File: config.mk
export PLATFORM = sky130hd
export DESIGN_NAME = register_writeback
export DESIGN_NICKNAME = d
export VERILOG_FILES = /design/src/rtl/register_writeback.sv
export SDC_FILE = /design/constraint.sdc
export NUM_CORES = 1
export LEC_CHECK = 0
export ABC_CLOCK_PERIOD_IN_PS = 1200
export CAP_MARGIN = 5
export CORE_UTILIZATION = 42
export CTS_BUF_LIST = sky130_fd_sc_hd__clkbuf_8 sky130_fd_sc_hd__clkbuf_16
export CTS_CLUSTER_DIAMETER = 100
export DETAILED_ROUTE_END_ITERATION = 16
export GPL_ROUTABILITY_DRIVEN = 0
export HOLD_SLACK_MARGIN = 0.05
export PLACE_DENSITY = 0.77
export SYNTH_ARGS = -nofsm -noshare
export SYNTH_HDL_FRONTEND = slang
export SYNTH_SLANG_ARGS = --single-unit
File: constraint.sdc
create_clock -name CLK -period 1.2 [get_ports CLK]
set_input_delay 0.18 -clock CLK [delete_from_list [all_inputs] [get_ports CLK]]
set_output_delay 0.18 -clock CLK [all_outputs]
set_load 0.02 [all_outputs]
File: src/rtl/register_writeback.sv
// register_writeback
// Write-side register bank of the TD4 datapath. Each executed instruction
// writes one destination (A, B, output port or PC), updates the carry flag
// and advances the program counter. The output port carries a valid/ack
// handshake toward external logic, with a sticky overrun flag that is set
// when unconsumed data gets overwritten.

module register_writeback #(
   parameter logic [3:0] RESET_PC  = 4'b0000,
   parameter logic [3:0] RESET_OUT = 4'b0000
) (
   input  logic       CLK,
   input  logic       N_RESET,
   input  logic       EN,
   input  logic [3:0] Sum,
   input  logic       CarryOut,
   input  logic [1:0] DEST,
   input  logic       JNC,
   input  logic       OutAck,
   output logic [3:0] RegA,
   output logic [3:0] RegB,
   output logic [3:0] OutPort,
   output logic [3:0] PC,
   output logic       CFlag,
   output logic       OutValid,
   output logic       Overrun
);

   localparam logic [1:0] DEST_A   = 2'b00;
   localparam logic [1:0] DEST_B   = 2'b01;
   localparam logic [1:0] DEST_OUT = 2'b10;
   localparam logic [1:0] DEST_PC  = 2'b11;

   typedef enum logic {
      OUT_IDLE = 1'b0,
      OUT_FULL = 1'b1
   } outState_t;

   logic [3:0] regA_q, regA_d;
   logic [3:0] regB_q, regB_d;
   logic [3:0] outPort_q, outPort_d;
   logic [3:0] pc_q, pc_d;
   logic       cFlag_q, cFlag_d;
   logic       overrun_q, overrun_d;
   outState_t  outState_q, outState_d;

   logic outWrite;
   logic jumpTaken;

   // Decode this cycle's instruction into datapath register updates; the
   // jump condition deliberately uses the registered carry, not CarryOut.
   always_comb begin
      regA_d    = regA_q;
      regB_d    = regB_q;
      outPort_d = outPort_q;
      pc_d      = pc_q;
      cFlag_d   = cFlag_q;
      outWrite  = 1'b0;
      jumpTaken = 1'b0;
      if (EN) begin
         jumpTaken = (DEST == DEST_PC) && (!JNC || !cFlag_q);
         case (DEST)
            DEST_A:   regA_d    = Sum;
            DEST_B:   regB_d    = Sum;
            DEST_OUT: begin
               outPort_d = Sum;
               outWrite  = 1'b1;
            end
            default:  ;
         endcase
         pc_d    = jumpTaken ? Sum : pc_q + 4'd1;
         cFlag_d = CarryOut;
      end
   end

   // Output-port handshake: a write fills the port, an ack without a new
   // write drains it; overwriting unacknowledged data sets the sticky overrun.
   always_comb begin
      outState_d = outState_q;
      overrun_d  = overrun_q;
      case (outState_q)
         OUT_IDLE: begin
            if (outWrite) outState_d = OUT_FULL;
         end
         OUT_FULL: begin
            if (outWrite) begin
               if (!OutAck) overrun_d = 1'b1;
            end else if (OutAck) begin
               outState_d = OUT_IDLE;
            end
         end
         default: outState_d = OUT_IDLE;
      endcase
   end

   // State registers with synchronous active-low reset overriding everything.
   always_ff @(posedge CLK) begin
      if (!N_RESET) begin
         regA_q     <= 4'd0;
         regB_q     <= 4'd0;
         outPort_q  <= RESET_OUT;
         pc_q       <= RESET_PC;
         cFlag_q    <= 1'b0;
         overrun_q  <= 1'b0;
         outState_q <= OUT_IDLE;
      end else begin
         regA_q     <= regA_d;
         regB_q     <= regB_d;
         outPort_q  <= outPort_d;
         pc_q       <= pc_d;
         cFlag_q    <= cFlag_d;
         overrun_q  <= overrun_d;
         outState_q <= outState_d;
      end
   end

   assign RegA     = regA_q;
   assign RegB     = regB_q;
   assign OutPort  = outPort_q;
   assign PC       = pc_q;
   assign CFlag    = cFlag_q;
   assign OutValid = (outState_q == OUT_FULL);
   assign Overrun  = overrun_q;

endmodule
==> metrics, run 1 <==
Synth Cell Area 828 um^2; f_max 0.880 GHz; drt via density 4.72; Synth-to-Final Area Change 48.6%; first-pass GRT wire length 2820 um; register area between 300 and 400 um^2; hold_ws 0.312 ns; total grt overflow 0; Via Count 670; Synth cell types 23; total track usage 19.3%; Psw 344 uW; headroom to the max-slew limit 78.9%; PD cells 1100 mW/mm^2; number of global-route vias before repair 632; Die Wd 46.4 um; min Tclk post-route 1.14 ns; RSZ-0062 raised after global routing no; final setup vio count 0; Num CTS Buffers 3; PortBufs 30; H-Tree Depth 1; crit path launch type flop; sequential area share after synthesis 45.9%; Cell Rows 15; Hold Crit Class in -> reg; CP Data Arrival Time between 0.9 and 1 ns; period utilisation layout 94.7%; 1st-iter DRT viols 3; largest net degree at the start of global routing 16; WP buf/inv 1; Mapped Avg Cell Area 10.6 um^2; Yosys Warn Count 0; share of layout cells above drive strength 1 between 10% and 20%; fin util 69.1%; Syn Inst Count a little under 80; die area 0.00215 mm^2; Multi-input gate area 433 um^2; crit-path max cell delay 0.35 ns; CTS tree built; Clock Tree Buf Depth 2; antenna cells 0; clock sinks 19; Clock Pin Slew Worst Setup and Hold Paths 0.07 ns; Layout Skew roughly 0.00044 ns; I/O pins 31; Logic pwr share roughly 18%; hold_buf cts 0; cell family with most CP delay flip-flops; fill count 154; dpl cell area 0.00120 mm^2; initial antenna violation count 0; Syn Nets 91; Net Sw Frac 25.4%; max-cap viol count 0; Sum Neg Setup Slack 0 ns; nets@finish 131; Initial Util 46.5%; clock power share 32.9%; final wirelength 1710 um; Slew Limit Fails 0; post-route antenna net violation count 0; Slew @ Worst Pin 0.316 ns; DR WL/cell 12.0 um; P_leak 0.622 nW; status completed; CP max stage cell dfxtp_1; final instance area 0.00123 mm^2; Int Pwr between 1 and 1.5 mW; crit path kind reg -> out; core area 0.00178 mm^2; Die H 46.4 um; sequential share of power 49.4%; Setup crit end kind output pin; Skew-Pair Late Insertion Delay ~0.25 ns; Root Driver clkbuf_8; residual DRC count 0; Hold Vio Cnt, Final 0; Yosys reg bits 19; DRT Pass-1 Iters 2; critical path cell sequence dlygate4sd2_1; peak supply drop between 0.0009 and 0.001 V; WP data required 1.02 ns; Worst Path Max Fanout 3
[final cells by class]
type,count,share of cell area (%)
clock buffers,3,3.35
clock inverters,1,0.407
inverters,1,0.305
multi-input cells,55,35.2
flip-flops and latches,19,30.9
well taps,25,2.54
repair buffers,38,27.3
[final timing paths]
kind / from / endpoint / slack (ns) / depth (start not counted)
max: CFlag / CFlag / 0.06 / 1
min reg2reg: PC[3] / PC[3] / 0.48 / 2
max reg2reg: PC[0] / PC[2] / 0.08 / 6
min: EN / PC[1] / 0.31 / 3
[what timing repair did]
action / 4_1_cts / 5_1_grt
endpoints found under the setup margin: 26 / 4
pin swaps: 1 / 0
gates resized for setup: 22 / 1
cloned: 0 / 0
buffers inserted: 0 / 0
[cell usage after synthesis, drive strengths merged]
master | count | area [um^2]
dfxtp | 19 | 380
mux2i | 16 | 160
nor2b | 13 | 81.3
nand2 | 4 | 15.0
nor2 | 4 | 15.0
a21boi | 3 | 22.5
nand3b | 3 | 30.0
buf | 2 | 15.0
nand3 | 2 | 15.0
o22ai | 2 | 12.5
a21oi | 1 | 5.00
and2 | 1 | 6.26
clkbuf | 1 | 3.75
ha | 1 | 12.5
inv | 1 | 3.75
nand2b | 1 | 6.26
nor3b | 1 | 18.8
o21a | 1 | 7.51
o21ai | 1 | 5.00
o31ai | 1 | 12.5
[power by group through the flow]
stage | sequential (mW) | combinational (mW) | clock [mW]
after global routing | 0.671 | 0.260 | 0.490
final | 0.668 | 0.239 | 0.445
after CTS | 0.669 | 0.241 | 0.459
after detailed placement | 0.684 | 0.257 | 0
after floorplan | 0.719 | 0.0898 | 0
after global placement | 0.684 | 0.253 | 0
[kinds of logic after synthesis]
logic type / count (synthesis) / share of synthesized area (%)
simple gates: 29 / 22.7
mux: 16 / 19.3
buf+inv: 4 / 2.72
compound gates: 9 / 7.85
fa+ha+maj: 1 / 1.51
flops: 19 / 45.9
[cell usage in the layout, fill, tap and decap left out, drive strengths merged]
cell           synthesis  final
a21boi                 3      3
a21oi                  1      1
and2                   1      1
buf                    2      8
clkbuf                 1      3
clkdlybuf4s50          0      8
clkinv                 0      1
dfxtp                 19     19
dlygate4sd2            0     21
dlymetal6s2s           0      1
ha                     1      1
inv                    1      1
mux2i                 16     16
nand2                  4      4
nand2b                 1      1
nand3                  2      2
nand3b                 3      3
nor2                   4      4
nor2b                 13     13
nor3b                  1      1
o21a                   1      1
o21ai                  1      1
o22ai                  2      2
o31ai                  1      1
[metrics by stage]
| stage | instances | setup slack (ns) | power (mW) |
|---|---|---|---|
| after floorplan | 78 | 0.148 | 0.809 |
| after global placement | 138 | -0.280 | 0.937 |
| after detailed placement | 138 | -0.312 | 0.941 |
| after CTS | 142 | 0.0179 | 1.37 |
| after global routing | 142 | 0.0108 | 1.42 |
| final | 142 | 0.0639 | 1.35 |
[routing by layer]
layer	part of all wire, %	wire length (um)	track usage (%)	vias to the layer above
met5	0	0	0	-
met4	0.53	9	10.6	0
met3	4.8	82	5.49	2
met2	48	820	30.8	18
met1	46	792	23.0	305
li1	-	-	-	345
[worst min-delay path, stage by stage]
cell and delay (ns):
dlymetal6s2s_1 0.13, buf_4 0.15, a21oi_1 0.06
[registers in the layout, summed over array words and instances (netlist names)]
signal and cells:
CFlag 1, OutPort 4, OutValid 1, Overrun 1
PC 4, RegA 4, RegB 4
Power figures use the tool's default switching activity.
==> inputs of run 2 (changes only) <==
Settings changed: CTS_CLUSTER_SIZE set to 14.
==> results of run 2 <==
Same layout as run 1: the final DEF is identical, and so are final timing and power.
